## src/rtl/branch_pkg.sv

```systemverilog
// Shared definitions for the branch resolution stage.
//   - RV32I opcode constants for conditional branches, JAL and JALR
//   - funct3 encodings for the conditional branch comparisons
//   - BHT_INIT: reset value of every predictor counter (weakly not-taken)
//   - sat2_update: saturating 2-bit counter step toward taken / not-taken
package branch_pkg;

    localparam logic [6:0] OP_BRANCH = 7'b1100011;
    localparam logic [6:0] OP_JAL    = 7'b1101111;
    localparam logic [6:0] OP_JALR   = 7'b1100111;

    localparam logic [2:0] F3_BEQ    = 3'b000;
    localparam logic [2:0] F3_BNE    = 3'b001;
    localparam logic [2:0] F3_RSVD0  = 3'b010;
    localparam logic [2:0] F3_RSVD1  = 3'b011;
    localparam logic [2:0] F3_BLT    = 3'b100;
    localparam logic [2:0] F3_BGE    = 3'b101;
    localparam logic [2:0] F3_BLTU   = 3'b110;
    localparam logic [2:0] F3_BGEU   = 3'b111;
    localparam logic [2:0] F3_JALR   = 3'b000;

    localparam logic [1:0] BHT_INIT  = 2'b01;

    // Move a 2-bit counter one step toward the observed outcome, sticking at
    // 2'b11 (strongly taken) and 2'b00 (strongly not-taken).
    function automatic logic [1:0] sat2_update(input logic [1:0] ctr, input logic taken);
        logic [1:0] nxt;
        nxt = ctr;
        if (taken) begin
            if (ctr != 2'b11) nxt = ctr + 2'b01;
        end else begin
            if (ctr != 2'b00) nxt = ctr - 2'b01;
        end
        return nxt;
    endfunction

endpackage

```

## src/rtl/bht_2bit.sv

```systemverilog
// Bimodal branch history table of 2-bit saturating counters.
// Ports:
//   iCLK, iRST     clock, synchronous active-high reset (all entries -> BHT_INIT)
//   lookup_pc      PC to predict for (combinational read)
//   lookup_taken   MSB of the addressed counter
//   upd_en         train the counter addressed by upd_pc this cycle
//   upd_pc         PC of the resolved conditional branch
//   upd_taken      resolved outcome
// A lookup and an update to the same entry in one cycle returns the value
// stored before the update, since the write lands on the clock edge.
module bht_2bit
    import branch_pkg::*;
#(
    parameter int DEPTH  = 64,
    parameter int PC_LSB = 2,
    parameter int XLEN   = 32
) (
    input  logic            iCLK,
    input  logic            iRST,
    input  logic [XLEN-1:0] lookup_pc,
    output logic            lookup_taken,
    input  logic            upd_en,
    input  logic [XLEN-1:0] upd_pc,
    input  logic            upd_taken
);

    localparam int IDX_W = (DEPTH > 1) ? $clog2(DEPTH) : 1;

    logic [1:0]       ctr_q [DEPTH];
    logic [IDX_W-1:0] lookup_idx;
    logic [IDX_W-1:0] upd_idx;

    // Only the index slice of each PC addresses the table.
    logic unused_pc_bits;
    assign unused_pc_bits = ^{lookup_pc, upd_pc};

    assign lookup_idx   = lookup_pc[PC_LSB +: IDX_W];
    assign upd_idx      = upd_pc[PC_LSB +: IDX_W];
    assign lookup_taken = ctr_q[lookup_idx][1];

    always_ff @(posedge iCLK) begin
        if (iRST) begin
            for (int i = 0; i < DEPTH; i++) begin
                ctr_q[i] <= BHT_INIT;
            end
        end else if (upd_en) begin
            ctr_q[upd_idx] <= sat2_update(ctr_q[upd_idx], upd_taken);
        end
    end

endmodule

```

## src/rtl/branch_resolve_unit.sv

```systemverilog
// Branch/jump resolution stage: resolves BEQ/BNE/BLT/BGE/BLTU/BGEU/JAL/JALR,
// computes target, link and redirect PC, flags mispredicts against the fetch
// prediction and trains a bimodal predictor.
// Ports:
//   iCLK, iRST                 clock, synchronous active-high reset
//   iVALID / oREADY            input handshake
//   iIR, iPC                   instruction word and its PC
//   iREG_OUT1, iREG_OUT2       rs1 / rs2 values
//   iPRED_TAKEN                prediction fetch used for this instruction
//   iLOOKUP_PC / oLOOKUP_TAKEN combinational predictor lookup for fetch
//   oVALID / iREADY            output handshake
//   oTAKEN, oTARGET, oLINK, oREDIRECT_PC, oMISPREDICT, oMISALIGN, oILLEGAL
//                              registered result of the accepted instruction
//   oBR_COUNT, oMISS_COUNT     saturating statistics counters
//
// Handshake: an input transfers on a clock edge where iVALID && oREADY; a
// result transfers on an edge where oVALID && iREADY. oREADY = !oVALID ||
// iREADY, so the single output register refills in the same cycle it drains
// and a stalled result holds every result output stable until taken.
module branch_resolve_unit
    import branch_pkg::*;
#(
    parameter int XLEN      = 32,
    parameter int BHT_DEPTH = 64,
    parameter int PC_LSB    = 2
) (
    input  logic            iCLK,
    input  logic            iRST,
    input  logic            iVALID,
    output logic            oREADY,
    input  logic [31:0]     iIR,
    input  logic [XLEN-1:0] iPC,
    input  logic [XLEN-1:0] iREG_OUT1,
    input  logic [XLEN-1:0] iREG_OUT2,
    input  logic            iPRED_TAKEN,
    input  logic [XLEN-1:0] iLOOKUP_PC,
    output logic            oLOOKUP_TAKEN,
    output logic            oVALID,
    input  logic            iREADY,
    output logic            oTAKEN,
    output logic [XLEN-1:0] oTARGET,
    output logic [XLEN-1:0] oLINK,
    output logic [XLEN-1:0] oREDIRECT_PC,
    output logic            oMISPREDICT,
    output logic            oMISALIGN,
    output logic            oILLEGAL,
    output logic [31:0]     oBR_COUNT,
    output logic [31:0]     oMISS_COUNT
);

    logic [6:0]      opcode;
    logic [2:0]      funct3;
    logic            is_branch;
    logic            is_jal;
    logic            is_jalr;
    logic            cond_taken;
    logic            legal;
    logic            taken;
    logic            mispredict;
    logic            misalign;
    logic            accept;
    logic [XLEN-1:0] imm_b;
    logic [XLEN-1:0] imm_j;
    logic [XLEN-1:0] imm_i;
    logic [XLEN-1:0] target;
    logic [XLEN-1:0] link;
    logic [XLEN-1:0] redirect;

    assign opcode = iIR[6:0];
    assign funct3 = iIR[14:12];

    assign imm_b = {{(XLEN-12){iIR[31]}}, iIR[7], iIR[30:25], iIR[11:8], 1'b0};
    assign imm_j = {{(XLEN-20){iIR[31]}}, iIR[19:12], iIR[20], iIR[30:21], 1'b0};
    assign imm_i = {{(XLEN-12){iIR[31]}}, iIR[31:20]};

    // is_branch / is_jalr are only set for legal encodings, so "legal" is
    // simply the OR of the three instruction classes.
    always_comb begin
        is_branch  = 1'b0;
        is_jal     = 1'b0;
        is_jalr    = 1'b0;
        cond_taken = 1'b0;

        case (opcode)
            OP_BRANCH: is_branch = (funct3 != F3_RSVD0) && (funct3 != F3_RSVD1);
            OP_JAL:    is_jal    = 1'b1;
            OP_JALR:   is_jalr   = (funct3 == F3_JALR);
            default:   ;
        endcase

        case (funct3)
            F3_BEQ:  cond_taken = (iREG_OUT1 == iREG_OUT2);
            F3_BNE:  cond_taken = (iREG_OUT1 != iREG_OUT2);
            F3_BLT:  cond_taken = ($signed(iREG_OUT1) <  $signed(iREG_OUT2));
            F3_BGE:  cond_taken = ($signed(iREG_OUT1) >= $signed(iREG_OUT2));
            F3_BLTU: cond_taken = (iREG_OUT1 <  iREG_OUT2);
            F3_BGEU: cond_taken = (iREG_OUT1 >= iREG_OUT2);
            default: cond_taken = 1'b0;
        endcase
    end

    assign legal      = is_branch | is_jal | is_jalr;
    assign taken      = is_branch ? cond_taken : (is_jal | is_jalr);
    assign target     = is_jalr ? ((iREG_OUT1 + imm_i) & ~XLEN'(1))
                                : (iPC + (is_jal ? imm_j : imm_b));
    assign link       = iPC + XLEN'(4);
    assign redirect   = taken ? target : link;
    assign mispredict = is_branch ? (cond_taken != iPRED_TAKEN)
                                  : ((is_jal | is_jalr) & ~iPRED_TAKEN);
    assign misalign   = taken & (target[1:0] != 2'b00);

    assign oREADY = !oVALID || iREADY;
    assign accept = iVALID && oREADY;

    always_ff @(posedge iCLK) begin
        if (iRST) begin
            oVALID       <= 1'b0;
            oTAKEN       <= 1'b0;
            oTARGET      <= '0;
            oLINK        <= '0;
            oREDIRECT_PC <= '0;
            oMISPREDICT  <= 1'b0;
            oMISALIGN    <= 1'b0;
            oILLEGAL     <= 1'b0;
            oBR_COUNT    <= '0;
            oMISS_COUNT  <= '0;
        end else begin
            if (accept) begin
                oVALID       <= 1'b1;
                oTAKEN       <= taken;
                oTARGET      <= target;
                oLINK        <= link;
                oREDIRECT_PC <= redirect;
                oMISPREDICT  <= mispredict;
                oMISALIGN    <= misalign;
                oILLEGAL     <= ~legal;
            end else if (iREADY) begin
                oVALID <= 1'b0;
            end

            // Statistics count at accept time, not when the result drains.
            if (accept && legal && (oBR_COUNT != 32'hFFFF_FFFF)) begin
                oBR_COUNT <= oBR_COUNT + 32'd1;
            end
            if (accept && mispredict && (oMISS_COUNT != 32'hFFFF_FFFF)) begin
                oMISS_COUNT <= oMISS_COUNT + 32'd1;
            end
        end
    end

    // Only legal conditional branches train; jumps are always taken anyway.
    bht_2bit #(
        .DEPTH  (BHT_DEPTH),
        .PC_LSB (PC_LSB),
        .XLEN   (XLEN)
    ) u_bht (
        .iCLK         (iCLK),
        .iRST         (iRST),
        .lookup_pc    (iLOOKUP_PC),
        .lookup_taken (oLOOKUP_TAKEN),
        .upd_en       (accept & is_branch),
        .upd_pc       (iPC),
        .upd_taken    (cond_taken)
    );

endmodule

```

## config.mk

```make
export PLATFORM = sky130hd
export DESIGN_NAME = branch_resolve_unit
export DESIGN_NICKNAME = d
export VERILOG_FILES = /design/src/rtl/branch_pkg.sv /design/src/rtl/bht_2bit.sv /design/src/rtl/branch_resolve_unit.sv
export SDC_FILE = /design/constraint.sdc
export NUM_CORES = 1
export LEC_CHECK = 0
export ABC_AREA = 1
export BUFFER_PORTS_ARGS = -buffer_cell sky130_fd_sc_hd__buf_2
export CAP_MARGIN = 20
export CORE_MARGIN = 2
export CORE_UTILIZATION = 45
export DETAILED_ROUTE_END_ITERATION = 16
export HOLD_SLACK_MARGIN = 0.1
export PLACE_DENSITY = 0.76
export SLEW_MARGIN = 20
export SYNTH_ARGS = -nofsm -noshare
export SYNTH_HDL_FRONTEND = slang
export SYNTH_SLANG_ARGS = --single-unit
```

## constraint.sdc

```tcl
create_clock -name iCLK -period 4.9 [get_ports iCLK]
set_input_delay 0.245 -clock iCLK [delete_from_list [all_inputs] [get_ports iCLK]]
set_output_delay 0.245 -clock iCLK [all_outputs]
set_load 0.03 [all_outputs]
```

==> flow_metrics.py, run 1 <==
metrics = {
    "place": {
        "placed_standard_cell_area_um2": 22200,
        "number_of_placed_instances_with_taps_included": 3810,
        "placer_congestion_estimate": 0.961,
        "io_buffers": 305,
        "dp.final_hpwl_um": 51000,
        "post-place-ws_ns": 0.982,
    },
    "setup_path": {
        "endpoint_kind": "register",
        "critical_path_arrival_ns": 3.89,
        "critPathMaxFanout": 14,
        "r2r_setup_slack_ns": 2.04,
        "start_kind": "input port",
        "worstPathRequired_ns": 5.42,
        "worstSetupPathType": "in2reg",
    },
    "route": {
        "wl_per_cell_um": 17.5,
        "drt_drc_violations_left": 0,
        "detail_route.first_pass.iterations": 6,
        "drt_iter0_drc": 2099,
        "num_vias": 21000,
        "postRouteAntennaNets": 0,
        "post_drt_via_cell_ratio": 5.43,
        "routed_wl_um": 67700,
    },
    "cells_and_area": {
        "num-nets-final": 3518,
        "design_area_um2": 23200,
        "drive_above_1_share_pct": 12.6,
        "filler_cell_count": 4351,
        "finalNonFillerCells": 3872,
        "multi_input_combinational_cell_area_um2": 10800,
        "seq_area_um2": 7150,
        "layout-area-overhead-vs-synth_pct": 15.2,
    },
    "sta": {
        "timing.setup.tns_ns": 0,
        "fin_ws_ns": 1.53,
        "layout_min_cycle_time_ns": 3.37,
        "rsz0062_at_grt": "false",
        "hold_slack_ns": 0.124,
        "final_min_period_over_clock_period_pct": 68.9,
        "slew_headroom_pct": 26.8,
        "timing.final.setup_violations": 0,
        "tightest_slew_ns": 1.10,
        "finalHoldViolations": 0,
        "worst_clock_skew_ns": 0.0309,
        "max_freq_ghz": 0.296,
        "timing.final.max_slew_violations": 0,
    },
    "clock_network": {
        "htreeDepth": 1,
        "cts.root.buffer_cell": "sky130_fd_sc_hd__clkbuf_16",
        "clk_path_buf_depth": 3,
        "cts_resized": 0,
        "numClockSinks": 293,
        "post_cts_buffers": 0,
        "total_cts_buffers": 30,
        "clock_tree_from_tritoncts": "yes",
        "clock_latency_ns": 0.59,
        "postCtsHoldBufs": 5,
        "path_clk_slew_ns": 0.06,
    },
    "power_and_ir_drop": {
        "switching_share_pct": 32.0,
        "vdd_drop_max_mv": 0.281,
        "total_switching_power_mw": 2.09,
        "power.share.combinational_pct": 22.8,
        "p_clk_share_pct": 36.3,
        "cell_internal_pwr_mw": 4.46,
        "power.share.sequential_pct": 41.0,
        "cellPowerDensity_nw_per_um2": 282,
        "static-leakage-power_nw": 10.6,
    },
    "synthesis": {
        "synth-seq-cells": 293,
        "async_set_reset_flop_share_out_of_synthesis_pct": 0,
        "synth-xor-area-share_pct": 2.21,
        "area_of_the_mapped_netlist_um2": 20200,
        "post_synth_mux_area_share_pct": 0,
        "yosys_most_used_dff": "sky130_fd_sc_hd__dfxtp_1",
        "synth-edff-count": 128,
        "largest_family_of_logic_cells_by_synthesized_area": "simple AND/OR/NAND/NOR gates",
        "synthesis.instances": 2999,
        "netlist-cell-type-count": 56,
        "synth_simple_gate_area_share_pct": 30.1,
        "synth_compound_area_share_pct": 15.3,
        "synth.net_count": 3261,
        "synthesis.area_per_instance_um2": 6.73,
        "ys_seq_area_share_pct": 35.4,
        "number_of_warnings_reported_in_the_yosys_synthesis_log": 0,
        "synth_fa_ha_area_share_pct": 6.09,
    },
    "global_routing": {
        "grt_start_max_net_pins": 94,
        "grt_usage_pct": 28.1,
        "number_of_antenna_violations_at_the_first_check_in_global_routing": 7,
        "wire_length_of_the_first_global_routing_pass_um": 104000,
        "globalRoute.totalOverflow": 0,
        "via_count_of_the_first_global_routing_pass": 18900,
    },
    "floorplanning": {
        "die_area_um2": 46600,
        "start_util_pct": 45.6,
        "area_of_the_placeable_core_um2": 44200,
        "fp.dieW_um": 216,
        "chipHeight_um": 216,
        "num_rows": 77,
        "top_level_ports": 332,
    },
    "hold_path": {
        "min_path_type": "in2reg",
    },
    "run": {
        "maxCapViolCount": 0,
    },
    "status": {
        "status": "complete, no violations",
    },
}
## critical path, cell delays in order
cell                       delay [ns]
sky130_fd_sc_hd__buf_2           0.09
sky130_fd_sc_hd__nand3b_4        0.19
sky130_fd_sc_hd__nor4_4          0.14
sky130_fd_sc_hd__buf_4           0.19
sky130_fd_sc_hd__inv_1           0.22
sky130_fd_sc_hd__nand2_1         0.11
sky130_fd_sc_hd__o21ai_0         0.09
sky130_fd_sc_hd__ha_1            0.23
sky130_fd_sc_hd__fa_1            0.39
sky130_fd_sc_hd__nand2_1         0.09
sky130_fd_sc_hd__nand2_1         0.05
sky130_fd_sc_hd__o21ai_0         0.15
sky130_fd_sc_hd__inv_1           0.08
sky130_fd_sc_hd__a21oi_1         0.26
sky130_fd_sc_hd__o21ai_0         0.11
sky130_fd_sc_hd__buf_4           0.17
sky130_fd_sc_hd__a21o_1          0.19
sky130_fd_sc_hd__nand2_1         0.07
sky130_fd_sc_hd__nand2_1         0.06
sky130_fd_sc_hd__nand2_1         0.06
sky130_fd_sc_hd__nand2_1         0.04
sky130_fd_sc_hd__o21ai_0         0.37
sky130_fd_sc_hd__nand2_1         0.10
sky130_fd_sc_hd__nand3_1         0.08
sky130_fd_sc_hd__nand2_1         0.07
sky130_fd_sc_hd__inv_1           0.05
## state kept, by name, summed over array words and instances, names as in the netlist, 32 cells and up
signal and cells:
oREDIRECT_PC 32, oBR_COUNT 32, oMISS_COUNT 32, oLINK 32, u_bht.ctr_q 128, oTARGET 32
## power by group through the flow
| stage | registers (mW) | logic, mW | clock network, mW |
|---|---|---|---|
| 2_1_floorplan | 2.86 | 0.842 | 0 |
| 3_3_place_gp | 2.73 | 1.43 | 0 |
| 3_5_place_dp | 2.73 | 1.44 | 0 |
| 4_1_cts | 2.68 | 1.45 | 2.39 |
| 5_1_grt | 2.69 | 1.62 | 2.49 |
| 6_report | 2.68 | 1.49 | 2.38 |
## cell families after synthesis
family                     after synthesis
DFF                                    293
AOI/OAI and AO/OA                      533
xor gates and xnor gates                51
adders and majority gates               97
and+or+nand+nor                       1457
buffers and inverters                  568
## worst paths after layout
| check | start | to | cells past startpoint |
|---|---|---|---|
| worst max-delay path | iIR[4] | oREDIRECT_PC[25]$_SDFFE_PP0P_ | 26 |
| worst min-delay path | iPC[19] | oLINK[19]$_SDFFE_PP0P_ | 4 |
| worst max register to register | oBR_COUNT[0]$_SDFFE_PP0P_ | oBR_COUNT[3]$_SDFFE_PP0P_ | 11 |
| worst min register to register | oLINK[2]$_SDFFE_PP0P_ | oLINK[2]$_SDFFE_PP0P_ | 2 |
## synthesized netlist by cell type (all sizes together), types with 15 or more instances
| cell type | number | area share [%] |
|---|---|---|
| nor2 | 424 | 7.9 |
| inv | 461 | 8.6 |
| nor4 | 15 | 0.54 |
| nand3 | 132 | 3.4 |
| o21ai | 177 | 4.5 |
| o211ai | 34 | 1.3 |
| clkbuf | 68 | 1.3 |
| ha | 95 | 5.9 |
| xnor2 | 20 | 0.87 |
| a22oi | 17 | 0.63 |
| o21a | 18 | 0.67 |
| xor2 | 31 | 1.3 |
| buf | 38 | 1.1 |
| a31oi | 19 | 0.59 |
| edfxtp | 128 | 19 |
| dfxtp | 165 | 16 |
| nor3 | 54 | 1.5 |
| a21oi | 202 | 5.0 |
| nand2 | 742 | 14 |
| nand4 | 72 | 2.2 |
## area by class of cell
class / count / share of cell area [%]
inverters: 462 / 7.47
well taps: 592 / 3.19
clock inverters: 17 / 0.840
diodes: 1 / 0.0108
repair buffers: 331 / 7.61
multi-input cells: 2138 / 46.6
clock buffers: 38 / 3.49
flip-flops and latches: 293 / 30.7
## stage by stage
stage,power [mW],utilization (%)
after floorplan,3.70,-
after CTS,6.52,52.5
after global placement,4.16,50.1
after detailed placement,4.18,50.1
after global routing,6.81,52.6
final,6.55,52.6
## routing by layer
metal / share of wire, % / vias up / global-route usage [%]
li1: - / 10300 / -
met1: 43 / 9502 / 39.4
met2: 43 / 1011 / 43.2
met3: 10 / 163 / 4.61
met4: 3.9 / 10 / 10.9
met5: 0.084 / - / 0
## layout by cell type, fill, tap and decap left out, drive strengths merged, types with 31 or more instances in the layout
master,synthesis,routed
nand2,742,742
inv,461,460
nor2,424,424
buf,38,326
a21oi,202,202
o21ai,177,177
dfxtp,165,165
nand3,132,132
edfxtp,128,128
ha,95,95
nand4,72,72
nor3,54,54
clkbuf,68,38
o211ai,34,34
xor2,31,31
No activity file was read; power rests on OpenSTA's default activity.
==> inputs of run 2 (changes only) <==
--- a/config.mk
+++ b/config.mk
@@ -12,7 +12,7 @@
 export CORE_UTILIZATION = 45
 export DETAILED_ROUTE_END_ITERATION = 16
 export HOLD_SLACK_MARGIN = 0.1
-export PLACE_DENSITY = 0.76
+export PLACE_DENSITY = 0.79
 export SLEW_MARGIN = 20
 export SYNTH_ARGS = -nofsm -noshare
 export SYNTH_HDL_FRONTEND = slang
==> constraint.sdc (replaced) <==
create_clock -name iCLK -period 2.8 [get_ports iCLK]
set_input_delay 0.14 -clock iCLK [delete_from_list [all_inputs] [get_ports iCLK]]
set_output_delay 0.14 -clock iCLK [all_outputs]
set_load 0.03 [all_outputs]
==> run 2 against run 1 <==
  * Sequential share of layout area down 2.0 points
  * Clock skew is 0.0083 ns lower
  * Non-clock buffer count is 164 higher
  * Sequential power up 76%
  * Clock power is 90% higher
  * Critical path depth down 6
  * Combinational power increased by 94%
  * Routed wire length grew 4.1%
  * Final area rose by 7.0%
  * Via count is 4.2% higher
==> flow_metrics.py, run 2 (same netlist as run 1, synthesis figures left out) <==
metrics = {
    "power_and_ir_drop": {
        "vdd_drop_max_mv": 0.421,
        "power.share.sequential_pct": 38.8,
        "p_total_mw": 12.1,
        "cell_internal_pwr_mw": 8.31,
        "static-leakage-power_nw": 11.5,
        "switching_share_pct": 31.5,
        "power.share.combinational_pct": 23.9,
        "total_switching_power_mw": 3.82,
        "cellPowerDensity_nw_per_um2": 487,
        "p_clk_share_pct": 37.3,
    },
    "clock_network": {
        "clock_tree_from_tritoncts": "yes",
        "clk_path_buf_depth": 3,
        "numClockSinks": 293,
        "clock_latency_ns": 0.53,
        "total_cts_buffers": 34,
        "cts.root.buffer_cell": "sky130_fd_sc_hd__clkbuf_16",
        "path_clk_slew_ns": 0.06,
        "htreeDepth": 2,
    },
    "floorplanning": {
        "num_rows": 77,
        "top_level_ports": 332,
        "die_area_um2": 46600,
        "chipHeight_um": 216,
        "area_of_the_placeable_core_um2": 44200,
        "start_util_pct": 45.6,
        "fp.dieW_um": 216,
    },
    "hold_path": {
        "hold_path_startpoint": "iPC[22]",
        "worst_hold_path_cell_count": 4,
        "min_path_type": "in2reg",
        "holdPathEnd": "oLINK[22]$_SDFFE_PP0P_",
    },
    "cells_and_area": {
        "drive_above_1_share_pct": 17.8,
        "seq_area_um2": 7150,
        "mostFrequentLayoutCell": "sky130_fd_sc_hd__nand2_1",
        "finalNonFillerCells": 4043,
        "largest_reg_flops": 128,
        "num-nets-final": 3686,
        "design_area_um2": 24900,
        "multi_input_combinational_cell_area_um2": 11000,
        "largest_register": "u_bht.ctr_q",
        "layout-area-overhead-vs-synth_pct": 23.3,
        "layout.cells.most_common_list": "737 x sky130_fd_sc_hd__nand2_1, 447 x sky130_fd_sc_hd__inv_1, 417 x sky130_fd_sc_hd__nor2_1",
        "filler_cell_count": 4158,
    },
    "sta": {
        "max_freq_ghz": 0.369,
        "hold_slack_ns": 0.117,
        "layout_min_cycle_time_ns": 2.71,
        "tightest_slew_ns": 0.826,
        "slew_headroom_pct": 44.9,
        "timing.final.setup_violations": 0,
        "fin_ws_ns": 0.0909,
        "rsz0062_at_grt": "true",
        "timing.final.max_slew_violations": 0,
        "final_min_period_over_clock_period_pct": 96.8,
        "worst_clock_skew_ns": 0.0225,
        "finalHoldViolations": 0,
    },
    "place": {
        "number_of_placed_instances_with_taps_included": 3970,
        "dp.final_hpwl_um": 54400,
        "placer_congestion_estimate": 0.992,
        "io_buffers": 305,
        "post-place-ws_ns": -0.465,
        "placed_standard_cell_area_um2": 23500,
    },
    "route": {
        "wl_per_cell_um": 17.4,
        "drt_drc_violations_left": 0,
        "routed_wl_um": 70400,
        "num_vias": 21900,
        "drt_iter0_drc": 2642,
        "post_drt_via_cell_ratio": 5.42,
        "postRouteAntennaNets": 0,
        "detail_route.first_pass.iterations": 6,
    },
    "global_routing": {
        "grt_start_max_net_pins": 75,
        "number_of_antenna_violations_at_the_first_check_in_global_routing": 9,
        "via_count_of_the_first_global_routing_pass": 19600,
        "globalRoute.totalOverflow": 0,
        "grt_usage_pct": 29.2,
        "wire_length_of_the_first_global_routing_pass_um": 108000,
    },
    "setup_path": {
        "r2r_setup_slack_ns": 0.25,
        "critical_path_arrival_ns": 3.09,
        "reg2reg_from": "oBR_COUNT[0]$_SDFFE_PP0P_",
        "critPathMaxFanout": 8,
        "worstSetupPathType": "in2reg",
        "worst-r2r-cell-count": 11,
        "endpoint_kind": "register",
        "start_kind": "input port",
        "timing.rr.end": "oBR_COUNT[3]$_SDFFE_PP0P_",
        "worstPathRequired_ns": 3.18,
    },
    "status": {
        "status": "complete, no violations",
    },
    "run": {
        "maxCapViolCount": 0,
    },
}
[run 2: cell types whose count changed in the layout (fill, tap and decap cells not counted), sizes merged]
cell	previous run	this run
buf	326	488
clkbuf	38	43
diode	1	5
bufinv	4	2
clkinv	14	12
dlygate4sd3	5	7
clkinvlp	1	2
inv	460	461
[run 2: worst max path at each step]
stage	start	end	slack [ns]	depth (start not counted)
floorplan	iIR[4]	oREDIRECT_PC[25]$_SDFFE_PP0P_	-0.16	24
global placement	iIR[4]	oREDIRECT_PC[31]$_SDFFE_PP0P_	-0.40	23
detailed placement	iIR[4]	oREDIRECT_PC[31]$_SDFFE_PP0P_	-0.47	23
CTS	iIR[4]	oREDIRECT_PC[25]$_SDFFE_PP0P_	0.05	24
global route	iIR[0]	oREDIRECT_PC[26]$_SDFFE_PP0P_	-0.08	20
finish	iIR[0]	oREDIRECT_PC[26]$_SDFFE_PP0P_	0.09	20
[run 2: final cells by class]
class | count | area share (%)
diodes | 5 | 0.0503
well taps | 592 | 2.98
clock inverters | 15 | 0.558
inverters | 462 | 7.01
flip-flops and latches | 293 | 28.7
clock buffers | 43 | 3.97
repair buffers | 495 | 12.6
multi-input cells | 2138 | 44.2
[run 2: worst max-delay path, stage by stage]
cell and delay [ns]:
sky130_fd_sc_hd__buf_2 0.11, sky130_fd_sc_hd__nand2_1 0.12, sky130_fd_sc_hd__nor4_4 0.06, sky130_fd_sc_hd__buf_4 0.16, sky130_fd_sc_hd__buf_4 0.15, sky130_fd_sc_hd__or2_2 0.34
sky130_fd_sc_hd__o21ai_0 0.10, sky130_fd_sc_hd__inv_1 0.06, sky130_fd_sc_hd__ha_1 0.34, sky130_fd_sc_hd__a21oi_1 0.19, sky130_fd_sc_hd__inv_1 0.09, sky130_fd_sc_hd__a31oi_1 0.27
sky130_fd_sc_hd__o21ai_0 0.13, sky130_fd_sc_hd__a21oi_1 0.19, sky130_fd_sc_hd__a21oi_1 0.09, sky130_fd_sc_hd__o22ai_1 0.18, sky130_fd_sc_hd__buf_4 0.18, sky130_fd_sc_hd__nand2_1 0.06
sky130_fd_sc_hd__nand3_1 0.09, sky130_fd_sc_hd__a21oi_1 0.07
[run 2: power groups by stage]
stage	sequential [mW]	combinational [mW]	clock (mW)
after global routing	4.72	3.14	4.75
after floorplan	5.00	1.48	0
final	4.71	2.89	4.53
after CTS	4.70	2.81	4.58
after global placement	4.79	2.76	0
after detailed placement	4.79	2.79	0
[run 2: routing by layer]
metal	track usage (%)	wire length (µm)	part of all wire, %
met5	0	53	0.075
met1	40.7	29700	42
met3	5.74	7920	11
met4	9.82	2270	3.2
met2	45.2	30500	43
[run 2: stage by stage]
| step | TNS, ns | util [%] |
|---|---|---|
| floorplan | -0.373 | - |
| global placement | -18.75 | 53.2 |
| detailed placement | -22.75 | 53.2 |
| CTS | 0 | 55.9 |
| global route | -0.416 | 56.2 |
| finish | 0 | 56.3 |
[run 2: timing repair]
action / 4_1_cts / 5_1_grt
setup buffers: 0 / 3
endpoints found under the hold margin: 11 / 0
hold buffers: 7 / 0
setup endpoints to repair: 0 / 47
gates resized for setup: 0 / 32
